File: src/rtl/forwarding_hazard_unit_pkg.sv
// Shared encodings for the Execute-stage forwarding interface and the
// load-use stall sequencer.
package forwarding_hazard_unit_pkg;

   localparam logic [1:0] MUX_OUT = 2'b00;
   localparam logic [1:0] FWD_WB  = 2'b01;
   localparam logic [1:0] FWD_EM  = 2'b10;

   localparam int CNT_W = 2;

   typedef enum logic {
      ST_IDLE  = 1'b0,
      ST_STALL = 1'b1
   } hz_state_e;

   // The newest producer wins when both EX/MEM and MEM/WB match.
   function automatic logic [1:0] fwd_pick(input logic em_hit, input logic wb_hit);
      if (em_hit) begin
         return FWD_EM;
      end else if (wb_hit) begin
         return FWD_WB;
      end
      return MUX_OUT;
   endfunction

endpackage

File: src/rtl/forwarding_hazard_unit_fwd_compare.sv
// Priority forwarding select for a single Execute operand, comparing the
// operand address against the EX/MEM and MEM/WB shadow write info.
module fwd_compare #(
   parameter int REG_AW = 3
) (
   input  logic              reads,
   input  logic [REG_AW-1:0] addr,
   input  logic              em_valid,
   input  logic              em_writes,
   input  logic              em_mem_read,
   input  logic [REG_AW-1:0] em_wr_addr,
   input  logic              wb_valid,
   input  logic              wb_writes,
   input  logic [REG_AW-1:0] wb_wr_addr,
   output logic [1:0]        sel
);
   import forwarding_hazard_unit_pkg::*;

   logic em_hit;
   logic wb_hit;

   // A load in EX/MEM has no data yet, so it can never feed the ALU path.
   always_comb begin
      em_hit = reads & em_valid & em_writes & !em_mem_read & (em_wr_addr == addr);
      wb_hit = reads & wb_valid & wb_writes & (wb_wr_addr == addr);
      sel    = fwd_pick(em_hit, wb_hit);
   end

endmodule

File: src/rtl/forwarding_hazard_unit.sv
// Forwarding select and load-use hazard control beside a 5-stage pipeline.
// Shadows the ID/EX, EX/MEM and MEM/WB register-write info.
module forwarding_hazard_unit #(
   parameter int REG_AW           = 3,
   parameter int LOAD_USE_BUBBLES = 1
) (
   input  logic              clk,
   input  logic              rst,
   input  logic              dec_valid,
   input  logic [REG_AW-1:0] dec_rsrc,
   input  logic [REG_AW-1:0] dec_rdst,
   input  logic              dec_reads_src,
   input  logic              dec_reads_dst,
   input  logic              dec_writes_reg,
   input  logic [REG_AW-1:0] dec_wr_addr,
   input  logic              dec_mem_read,
   input  logic              flush,
   input  logic              mem_busy,
   output logic [1:0]        FU_Src_Sel,
   output logic [1:0]        FU_Dst_Sel,
   output logic              stall_fd,
   output logic              bubble_ex
);
   import forwarding_hazard_unit_pkg::*;

   typedef struct packed {
      logic              valid;
      logic              reads_src;
      logic              reads_dst;
      logic [REG_AW-1:0] rsrc;
      logic [REG_AW-1:0] rdst;
      logic              writes;
      logic [REG_AW-1:0] wr_addr;
      logic              mem_read;
   } entry_t;

   entry_t     dec_e;
   entry_t     idex_q,  idex_d;
   entry_t     exmem_q, exmem_d;
   entry_t     memwb_q, memwb_d;
   hz_state_e  state_q, state_d;
   logic [CNT_W-1:0] cnt_q, cnt_d;

   logic       hazard;
   logic       stall_req;
   logic [1:0] src_sel;
   logic [1:0] dst_sel;
   logic       unused_memwb;

   assign unused_memwb = ^{memwb_q.reads_src, memwb_q.reads_dst, memwb_q.rsrc,
                           memwb_q.rdst, memwb_q.mem_read};

   always_comb begin
      dec_e           = '0;
      dec_e.valid     = dec_valid;
      dec_e.reads_src = dec_reads_src;
      dec_e.reads_dst = dec_reads_dst;
      dec_e.rsrc      = dec_rsrc;
      dec_e.rdst      = dec_rdst;
      dec_e.writes    = dec_writes_reg;
      dec_e.wr_addr   = dec_wr_addr;
      dec_e.mem_read  = dec_mem_read;
   end

   // Only the instruction already in ID/EX is compared; decode's own
   // destination never counts against its own sources.
   always_comb begin
      hazard = dec_valid & idex_q.valid & idex_q.mem_read & idex_q.writes &
               ((dec_reads_src & (dec_rsrc == idex_q.wr_addr)) |
                (dec_reads_dst & (dec_rdst == idex_q.wr_addr)));
      stall_req = !flush & ((state_q == ST_STALL) | hazard);
   end

   always_comb begin
      idex_d  = idex_q;
      exmem_d = exmem_q;
      memwb_d = memwb_q;
      state_d = state_q;
      cnt_d   = cnt_q;
      if (!mem_busy) begin
         memwb_d = exmem_q;
         exmem_d = idex_q;
         idex_d  = stall_req ? entry_t'('0) : dec_e;
         case (state_q)
            ST_IDLE: begin
               if (hazard && !flush && (LOAD_USE_BUBBLES > 1)) begin
                  state_d = ST_STALL;
                  cnt_d   = CNT_W'(LOAD_USE_BUBBLES - 1);
               end
            end
            ST_STALL: begin
               if (cnt_q <= CNT_W'(1)) begin
                  state_d = ST_IDLE;
                  cnt_d   = '0;
               end else begin
                  cnt_d = cnt_q - CNT_W'(1);
               end
            end
            default: begin
               state_d = ST_IDLE;
               cnt_d   = '0;
            end
         endcase
      end
      // A taken branch kills the ID/EX entry and any pending stall even
      // while the pipeline is frozen.
      if (flush) begin
         idex_d  = '0;
         state_d = ST_IDLE;
         cnt_d   = '0;
      end
   end

   always_ff @(posedge clk) begin
      if (rst) begin
         idex_q  <= '0;
         exmem_q <= '0;
         memwb_q <= '0;
         state_q <= ST_IDLE;
         cnt_q   <= '0;
      end else begin
         idex_q  <= idex_d;
         exmem_q <= exmem_d;
         memwb_q <= memwb_d;
         state_q <= state_d;
         cnt_q   <= cnt_d;
      end
   end

   fwd_compare #(.REG_AW(REG_AW)) u_cmp_src (
      .reads       (idex_q.reads_src),
      .addr        (idex_q.rsrc),
      .em_valid    (exmem_q.valid),
      .em_writes   (exmem_q.writes),
      .em_mem_read (exmem_q.mem_read),
      .em_wr_addr  (exmem_q.wr_addr),
      .wb_valid    (memwb_q.valid),
      .wb_writes   (memwb_q.writes),
      .wb_wr_addr  (memwb_q.wr_addr),
      .sel         (src_sel)
   );

   fwd_compare #(.REG_AW(REG_AW)) u_cmp_dst (
      .reads       (idex_q.reads_dst),
      .addr        (idex_q.rdst),
      .em_valid    (exmem_q.valid),
      .em_writes   (exmem_q.writes),
      .em_mem_read (exmem_q.mem_read),
      .em_wr_addr  (exmem_q.wr_addr),
      .wb_valid    (memwb_q.valid),
      .wb_writes   (memwb_q.writes),
      .wb_wr_addr  (memwb_q.wr_addr),
      .sel         (dst_sel)
   );

   // Outputs are quiet in any cycle where reset is being sampled.
   always_comb begin
      FU_Src_Sel = rst ? MUX_OUT : src_sel;
      FU_Dst_Sel = rst ? MUX_OUT : dst_sel;
      stall_fd   = !rst & stall_req;
      bubble_ex  = !rst & stall_req;
   end

endmodule

File: config.mk
export PLATFORM = sky130hd
export DESIGN_NAME = forwarding_hazard_unit
export DESIGN_NICKNAME = d
export VERILOG_FILES = /design/src/rtl/forwarding_hazard_unit_pkg.sv /design/src/rtl/forwarding_hazard_unit_fwd_compare.sv /design/src/rtl/forwarding_hazard_unit.sv
export SDC_FILE = /design/constraint.sdc
export NUM_CORES = 1
export LEC_CHECK = 0
export ABC_AREA = 0
export BUFFER_PORTS_ARGS = -buffer_cell sky130_fd_sc_hd__buf_2
export CAP_MARGIN = 15
export CORE_MARGIN = 2
export CORE_UTILIZATION = 60
export CTS_BUF_LIST = sky130_fd_sc_hd__clkbuf_8
export CTS_CLUSTER_SIZE = 10
export DETAILED_ROUTE_END_ITERATION = 8
export MAX_ROUTING_LAYER = met4
export PLACE_DENSITY = 0.95
export SYNTH_ARGS = -nofsm -noshare
export SYNTH_HDL_FRONTEND = slang
export SYNTH_SLANG_ARGS = --single-unit
File: constraint.sdc
create_clock -name clk -period 3.35 [get_ports clk]
set_clock_uncertainty 0.1 [all_clocks]
set_input_delay 0.335 -clock clk [delete_from_list [all_inputs] [get_ports clk]]
set_output_delay 0.335 -clock clk [all_outputs]
set_load 0.03 [all_outputs]
# Word-level counts from Yosys, hierarchy flattened
# Index checks and enable logic that the tools add are counted.
[totals]
register_bits = 28
inputBits = 18
output_inout_bits = 6
wordCells = 71
[op_classes]
addsub = 1
magnitude_cmp = 1
eq_ne = 6
n_mux = 16
bitwise_logic = 25
n_reduce_logical = 5
[ops]
columns = ["op", "count"]
rows = [
  ["$and 1x1->1", 22],
  ["$eq 3x3->1", 6],
  ["$mux 2", 9],
  ["$mux 14", 1],
  ["$mux 1", 6],
  ["$logic_not 1->1", 3],
  ["$le 2x1->1 const B", 1],
  ["$or 1x1->1", 2],
  ["$reduce_and 2->1", 1],
  ["$reduce_or 2->1", 1],
  ["$sub 2x1->2 const B", 1],
  ["$not 1->1", 1],
]

# Logic depth before layout (Yosys ltp)
# Gate-level depths: netlist of run 1.
[depth]
word_depth = 7
mapped_depth = 6
mapped_depth_nobuf = 4

# By module
# Synthesis of run 1 repeated with hierarchy kept, for this count alone.
[unflattened]
cells_unflattened = 119
hier_area_um2 = 1275.0
[by_module_without_submodules]
columns = ["mod", "instances", "cells_per_inst", "area_per_inst_um2"]
rows = [
  ["forwarding_hazard_unit", 1, 99, 1089.8],
  ["fwd_compare", 2, 10, 92.6],
]

# Least setup slack after synthesis of run 1
# Ideal clock, no wire load.
[synth_timing]
kind = "register to output"
startpoint = "reg idex_q[2] (netlist name)"
endpoint = "out stall_fd"
arrival_time_ns = 1.790
slack_ns = 1.125
stages_incl_launch_ff = 7
path_cell_list = "dfxtp_1 -> xnor2_1 -> nand4_1 -> a21o_1 -> buf_6 -> a21oi_1 -> buf_4"
[synth_via]
elab_chain_cells = 7
elab_cells_between_ends = 9
classes_between = "2 x eq/ne; 7 x bitwise"
[synth_lines]
columns = ["element", "line", "text"]
rows = [
  ["start, declared", "forwarding_hazard_unit.sv:38", "entry_t idex_q, idex_d;"],
  ["start signal, assigned", "forwarding_hazard_unit.sv:122", "idex_q <= idex_d;"],
  ["$eq 3x3->1, on equally long branches", "forwarding_hazard_unit.sv:69, forwarding_hazard_unit.sv:70", ""],
  ["$and 1x1->1, on equally long branches", "forwarding_hazard_unit.sv:69, forwarding_hazard_unit.sv:70", ""],
  ["$or 1x1->1 *", "forwarding_hazard_unit.sv:69", "((dec_reads_src & (dec_rsrc == idex_q.wr_addr)) |"],
  ["$and 1x1->1 *", "forwarding_hazard_unit.sv:68", "hazard = dec_valid & idex_q.valid & idex_q.mem_read & idex_q.writes &"],
  ["$or 1x1->1 *", "forwarding_hazard_unit.sv:71", "stall_req = !flush & ((state_q == ST_STALL) | hazard);"],
  ["$and 1x1->1 *", "forwarding_hazard_unit.sv:71", ""],
  ["$and 1x1->1 *", "n/a", ""],
  ["end, declared", "forwarding_hazard_unit.sv:21", "output logic stall_fd,"],
]
# Every way passes the cells marked *; elsewhere a longest branch is shown, timed or not.

# Worst setup path after layout of run 1
[layout_timing]
startpoint = "reg idex_q[1] (netlist name)"
endpoint = "out stall_fd"
[layout_via]
elab_chain_cells = 7
elab_cells_between_ends = 9
classes_between = "2 x eq/ne; 7 x bitwise"
[layout_lines]
columns = ["element", "line", "text"]
rows = [
  ["$eq 3x3->1, on equally long branches", "forwarding_hazard_unit.sv:69, forwarding_hazard_unit.sv:70", ""],
  ["$and 1x1->1, on equally long branches", "forwarding_hazard_unit.sv:69, forwarding_hazard_unit.sv:70", ""],
  ["$or 1x1->1 *", "forwarding_hazard_unit.sv:69", ""],
  ["$and 1x1->1 *", "forwarding_hazard_unit.sv:68", ""],
  ["$or 1x1->1 *", "forwarding_hazard_unit.sv:71", ""],
  ["$and 1x1->1 *", "forwarding_hazard_unit.sv:71", ""],
  ["$and 1x1->1 *", "forwarding_hazard_unit.sv:160", "stall_fd = !rst & stall_req;"],
]
# Marked as above.

==> results of run 1 <==
-- metal layers --
| metal | share of wire, % | GRT usage, % | up-vias |
|---|---|---|---|
| li1 | - | - | 469 |
| met1 | 43 | 30.5 | 466 |
| met2 | 51 | 44.6 | 29 |
| met3 | 4.1 | 3.68 | 7 |
| met4 | 2.0 | 11.1 | 0 |
| met5 | 0 | - | - |
-- state kept, by name, summed over array words and instances (netlist names) --
register  count
state_q       1
cnt_q         2
memwb_q       5
exmem_q       6
idex_q       14
-- layout make-up --
| class | count | area share [%] |
|---|---|---|
| inverters | 1 | 0.270 |
| multi-input cells | 82 | 44.8 |
| flip-flops and latches | 28 | 40.3 |
| well taps | 27 | 2.43 |
| repair buffers | 23 | 8.27 |
| clock buffers | 4 | 3.96 |
-- metrics by stage --
step           instance area (sq um)  instances  total power [mW]  utilization (%)
2_1_floorplan                   1240        119             0.385                -
3_5_place_dp                    1340        161             0.403             68.1
5_1_grt                         1390        165             0.623             70.9
4_1_cts                         1390        165             0.600             70.9
6_report                        1390        165             0.599             70.9
3_3_place_gp                    1340        161             0.400             68.1
-- cells in the mapped netlist --
library cell,count
nor3_1,3
buf_4,2
a21oi_1,2
and3_1,1
mux2i_1,11
o21ai_0,1
nand2b_1,1
buf_6,1
nor3_4,1
nand3b_1,2
o211a_1,1
xnor2_1,9
and2_1,1
nand3_1,2
nor4_1,1
a21o_1,1
a32o_1,14
nor3b_1,1
nand4_1,3
and4_1,1
xor2_1,9
dfxtp_1,28
inv_1,1
nor2_1,16
or2_1,1
buf_2,3
clkbuf_1,2
-- kinds of logic (layout without fill, tap and decap cells) --
kind of cell	count (synthesis)	count (layout)	share of synthesized area, %
mux	11	11	8.91
compound gates	19	19	14.0
simple gates	34	34	14.8
buf+inv	9	28	4.25
flops	28	28	45.3
xor+xnor	18	18	12.8
-- path summary, 6_finish.rpt --
kind,slack (ns),startpoint,endpoint
max,1.11,idex_q[1],stall_fd
min,0.20,dec_wr_addr[0],idex_q[1]
max reg2reg,1.75,idex_q[1],idex_q[0]
min reg2reg,0.39,cnt_q[1],cnt_q[1]
-- power breakdown --
part           switching (mW)  internal, mW
sequential            0.00893         0.340
combinational          0.0233        0.0238
clock                  0.0982         0.105
total                   0.130         0.469
-- worst max-delay path, delay by kind of cell, from the launching register on --
kind	cells	cell delay, ns
flops	1	0.46
xor+xnor	1	0.15
compound gates	2	0.60
buf+inv	1	0.22
simple gates	1	0.11
-- layout by cell type (no fill, tap or decap) --
master | synthesis | routed
dfxtp_1 | 28 | 28
buf_2 | 3 | 23
nor2_1 | 16 | 16
a32o_1 | 14 | 14
mux2i_1 | 11 | 11
xor2_1 | 9 | 9
xnor2_1 | 9 | 9
clkbuf_8 | 0 | 4
nor3_1 | 3 | 3
nand4_1 | 3 | 3
nand3b_1 | 2 | 2
nand3_1 | 2 | 2
a21oi_1 | 2 | 2
and4_1 | 1 | 1
nor4_1 | 1 | 1
and3_1 | 1 | 1
inv_1 | 1 | 1
a21o_1 | 1 | 1
or2_1 | 1 | 1
nand2b_1 | 1 | 1
nor3b_1 | 1 | 1
nor3_4 | 1 | 1
and2_1 | 1 | 1
o21ai_0 | 1 | 1
o211a_1 | 1 | 1
==> flow_metrics.env, run 1 <==
export IMPL_status="finished, final reports clean"
export IMPL_num_fill_cells=163
export IMPL_wl_um=2660
export IMPL_place_ws_ns=1.41
export IMPL_crit_slowest_cell="dfxtp_1"
export IMPL_hp_class="input pin to flop"
export IMPL_drc=0
export IMPL_final_max_slew_viol_count=0
export IMPL_routed_via_density=5.88
export IMPL_netlist_instances=119
export IMPL_overflow=0
export IMPL_finalSetupViolCount=0
export IMPL_setup_slack_ns=1.11
export IMPL_finalHoldViolCount=0
export IMPL_seq_area_sq_um=561
export IMPL_gp_congestion=0.784
export IMPL_clk_path_buf_depth=2
export IMPL_port_buffers=23
export IMPL_power_density_nw_per_um2=431
export IMPL_grt_pass1_vias=997
export IMPL_whs_path_depth=2
export IMPL_insertion_delay_ns=0.27
export IMPL_r2r_cells=4
export IMPL_ctsHoldBuffers=0
export IMPL_grt_pass1_wl_um=4660
export IMPL_clock_fmax_ghz=0.446
export IMPL_ys_warn_count=0
export IMPL_cts_made_buffers=3
export IMPL_dr_pass1_iters=4
export IMPL_final_setup_tns_ns=0
export IMPL_cts_sinks=28
export IMPL_crit_type="flop to primary output"
export IMPL_core_rowCount=16
export IMPL_synth_top_area_cell="dfxtp_1"
export IMPL_required_ns=2.91
export IMPL_worstMarginPinSlew_ns=0.527
export IMPL_antennaDiodeCount=0
export IMPL_critPathMaxStageDelay_ns=0.46
export IMPL_syn_nets=137
export IMPL_ys_top_cells_by_area="dfxtp_1 (45%), a32o_1 (11%), mux2i_1 (8.9%)"
export IMPL_maxSlewHeadroom_pct=64.7
export IMPL_core_sq_um=1960
export IMPL_grt_use_total_pct=26.0
export IMPL_multiInputGateArea_sq_um=623
export IMPL_cp_max_fo=15
export IMPL_syn_area_sq_um=1240
export IMPL_ios=24
export IMPL_antenna_found_initial=0
export IMPL_fin_crit_ns=2.24
export IMPL_wire_per_inst_um=16.1
export IMPL_cts_resized_gates=0
export IMPL_dieArea_sq_um=2440
export IMPL_post_cts_buffers=0
export IMPL_ys_ff_latch=28
export IMPL_max_vdd_ir_drop_mv=0.367
export IMPL_max_cap_viol_count=0
export IMPL_yosys_area_top_type_share_pct=45.3
export IMPL_synthDistinctLibCells=27
export IMPL_layout_nets=157
export IMPL_cts_htree_levels=1
export IMPL_fp_dieH_um=49.4
export IMPL_grt_max_degree=17
export IMPL_cts_tree="built"
export IMPL_vias=971
export IMPL_clockRootBuffer="clkbuf_8"
export IMPL_initial_core_util_pct=63.0
export IMPL_rsz0062_at_grt="false"
export IMPL_dp_hpwl_um=1990
export IMPL_cp_arrival_ns=1.81
export IMPL_syn_area_per_cell_sq_um=10.4
export IMPL_postRouteAntennaNets=0
export IMPL_cp_cell_sequence="xnor2_1, nand4_1, a21o_1, a21oi_1, buf_2"
export IMPL_p_leak_nw=0.604
export IMPL_drtIter0Drc=36
export IMPL_crit_path_end_kind="primary output"
export IMPL_fp_dieW_um=49.4
export IMPL_start_kind="flop"
export IMPL_syn_to_final_growth_pct=12.6
export IMPL_period_share_pct=67.0
export IMPL_drive_gt1_share_pct=20.3
export IMPL_whs_ns=0.195
export IMPL_ys_seq_area_share_pct=45.3
export IMPL_clkTransAtPathRegs_ns=0.09
Note: power is estimated with default switching activity, not from simulation.
==> run 2, diff against run 1 <==
Settings changed: ABC_AREA 0 to 1, CORE_UTILIZATION 60 to 52, PLACE_DENSITY 0.95 to 0.86.
Clock period 3.35 ns to 1.85 ns, I/O delays scaled along.
==> flow_metrics.env, run 2 <==
export IMPL_status="finished, final reports clean"
export IMPL_fp_dieH_um=57.8
export IMPL_wire_per_inst_um=11.3
export IMPL_drc=0
export IMPL_layout_common_cells="nand2_1 (59), nor2_1 (31), dfxtp_1 (26)"
export IMPL_maxUsedRoutingLayer="met4"
export IMPL_cts_sinks=28
export IMPL_ys_seq_area_share_pct=37.2
export IMPL_syn_area_sq_um=1510
export IMPL_synth_top_area_cell="dfxtp_1"
export IMPL_overflow=0
export IMPL_ios=24
export IMPL_pwr_share_clk_pct=29.2
export IMPL_dr_pass1_iters=4
export IMPL_grt_pass1_wl_um=5130
export IMPL_vias=1304
export IMPL_grt_use_total_pct=20.3
export IMPL_synthDistinctLibCells=25
export IMPL_insertion_delay_ns=0.27
export IMPL_p_seq_share_pct=58.3
export IMPL_clk_path_buf_depth=2
export IMPL_dp_hpwl_um=2090
export IMPL_clkTransAtPathRegs_ns=0.08
export IMPL_layout_nets=254
export IMPL_maxSlewHeadroom_pct=74.2
export IMPL_rrSetupSlack_ns=0.27
export IMPL_initial_core_util_pct=54.6
export IMPL_layout_commonest_cell="nand2_1"
export IMPL_port_buffers=23
export IMPL_fin_util_pct=60.4
export IMPL_p_total_mw=1.09
export IMPL_worstMarginPinSlew_ns=0.387
export IMPL_top_regs="idex_q x14, exmem_q x6, memwb_q x5"
export IMPL_routedLengthMet1_um=1410
export IMPL_yosys_area_top_type_share_pct=37.2
export IMPL_synthFlopType="dfxtp_1"
export IMPL_place_area_sq_um=1590
export IMPL_hp_class="input pin to flop"
export IMPL_syn_to_final_growth_pct=10.7
export IMPL_rsz0062_at_grt="true"
export IMPL_crit_type="flop to primary output"
export IMPL_r2r_start="idex_q[1]"
export IMPL_place_ws_ns=0.177
export IMPL_final_area_sq_um=1670
export IMPL_grt_max_degree=23
export IMPL_gp_congestion=0.820
export IMPL_grt_pass1_vias=1241
export IMPL_r2r_cells=12
export IMPL_start_kind="flop"
export IMPL_startpoint="idex_q[1]"
export IMPL_setup_slack_ns=0.0350
export IMPL_ys_ff_latch=28
export IMPL_fp_dieW_um=57.8
export IMPL_max_cap_viol_count=0
export IMPL_syn_nets=234
export IMPL_wl_met2_um=1330
export IMPL_synth_edf_count=0
export IMPL_antennaDiodeCount=0
export IMPL_final_setup_tns_ns=0
export IMPL_clock_fmax_ghz=0.551
export IMPL_cp_max_fo=5
export IMPL_core_rowCount=19
export IMPL_yosysMostFrequentCell="nand2_1"
export IMPL_routed_via_density=4.92
export IMPL_fin_crit_ns=1.82
export IMPL_cp_cell_sequence="inv_2, nand2_1, nand2_1, nor2_1, nand2_1, nand2_1, nand2_1, nand2_2, nand2_8, nor2_4, buf_6"
export IMPL_comb_power_share_pct=12.4
export IMPL_switching_share_pct=24.9
export IMPL_synth_async_reset_ratio_pct=0
export IMPL_cts_tree="built"
export IMPL_dieArea_sq_um=3340
export IMPL_finalSetupViolCount=0
export IMPL_worst_path_most_repeated_cell="nand2_1"
export IMPL_crit_slowest_cell="dfxtp_4"
export IMPL_crit_path_end_kind="primary output"
export IMPL_whs_ns=0.119
export IMPL_final_max_slew_viol_count=0
export IMPL_wl_um=2980
export IMPL_power_internal_mw=0.817
export IMPL_drtIter0Drc=64
export IMPL_p_leak_nw=0.723
export IMPL_switchingPower_mw=0.271
export IMPL_timing_rr_end="idex_q[6]"
export IMPL_dr_wl_met3_um=188
export IMPL_critPathMaxStageDelay_ns=0.38
export IMPL_core_sq_um=2760
export IMPL_fin_cells=265
export IMPL_cts_htree_levels=1
export IMPL_clockRootBuffer="clkbuf_8"
export IMPL_postRouteAntennaNets=0
export IMPL_largest_reg_flops=14
export IMPL_syn_area_per_cell_sq_um=6.97
export IMPL_netlist_instances=216
export IMPL_dp_cells=261
export IMPL_required_ns=1.56
export IMPL_ys_warn_count=0
export IMPL_netlist_top_cells_count="nand2_1 (59), nor2_1 (31), dfxtp_1 (28), inv_1 (22), a21oi_1 (14)"
export IMPL_power_density_nw_per_um2=653
export IMPL_finalHoldViolCount=0
export IMPL_ys_top_cells_by_area="dfxtp_1 (37%), nand2_1 (15%), nor2_1 (7.7%)"
export IMPL_max_vdd_ir_drop_mv=0.387
export IMPL_ctsHoldBuffers=0
export IMPL_antenna_found_initial=0
export IMPL_drive_gt1_share_pct=23.9
export IMPL_largest_register="idex_q"
export IMPL_cp_arrival_ns=1.53
export IMPL_cts_made_buffers=3
export IMPL_period_share_pct=98.1
export IMPL_crit_path_end="bubble_ex"
## run 2: cell types whose count changed after synthesis, sizes merged, moves of 4 or more
| cell | delta |
|---|---|
| nand2 | +70 |
| inv | +25 |
| a21oi | +21 |
| nor2 | +17 |
| a32o | -14 |
| mux2i | -11 |
| a211oi | +5 |
| xor2 | -4 |
## run 2: how the worst min path moves through the flow
stage                              start         end  slack [ns]  cells past startpoint
after floorplan                 mem_busy  memwb_q[1]        0.29                      3
after global placement          cnt_q[1]    cnt_q[0]        0.35                      2
after detailed placement        cnt_q[1]    cnt_q[0]        0.36                      2
after CTS                 dec_wr_addr[0]   idex_q[1]        0.12                      5
after global routing      dec_wr_addr[0]   idex_q[1]        0.15                      5
final                     dec_wr_addr[0]   idex_q[1]        0.12                      5
## run 2: final cells by class
| cell class | instances | area, sq um |
|---|---|---|
| Clock buffer | 3 | 41.3 |
| Fill cell | 248 | 1090 |
| Inverter | 26 | 97.6 |
| Multi-Input combinational cell | 152 | 781 |
| Sequential cell | 28 | 566 |
| Tap cell | 31 | 38.8 |
| Timing Repair Buffer | 25 | 143 |
## run 2: power groups by stage
stage / sequential [mW] / clock, mW / combinational [mW]
finish: 0.634 / 0.318 / 0.135
global route: 0.637 / 0.347 / 0.154
CTS: 0.635 / 0.329 / 0.134
detailed placement: 0.649 / 0 / 0.132
global placement: 0.648 / 0 / 0.130
floorplan: 0.646 / 0 / 0.102
## run 2: metal layers
layer,track usage (%),vias to the layer above
met3,2.68,6
met4,8.31,0
met1,25.7,549
met2,32.6,51
met5,-,-
li1,-,698
## run 2: cells by family after synthesis
group	count (synthesis)	share of synthesized area, %
AO/OA/AOI/OAI	28	12.4
XOR/XNOR	11	6.40
buffers and inverters	36	11.8
flip-flops	28	37.2
AND/OR/NAND/NOR	113	32.2
## run 2: repair_timing
action / CTS / global route
setup buffers: 1 / 0
endpoints found under the setup margin: 2 / 2
pin swaps: 1 / 0
gates resized for setup: 6 / 3
## run 2: worst max-delay path: cells and delay by family, from the launching register on
family | cells | cell delay (ns)
DFF | 1 | 0.38
buffers and inverters | 2 | 0.18
and+or+nand+nor | 9 | 0.72
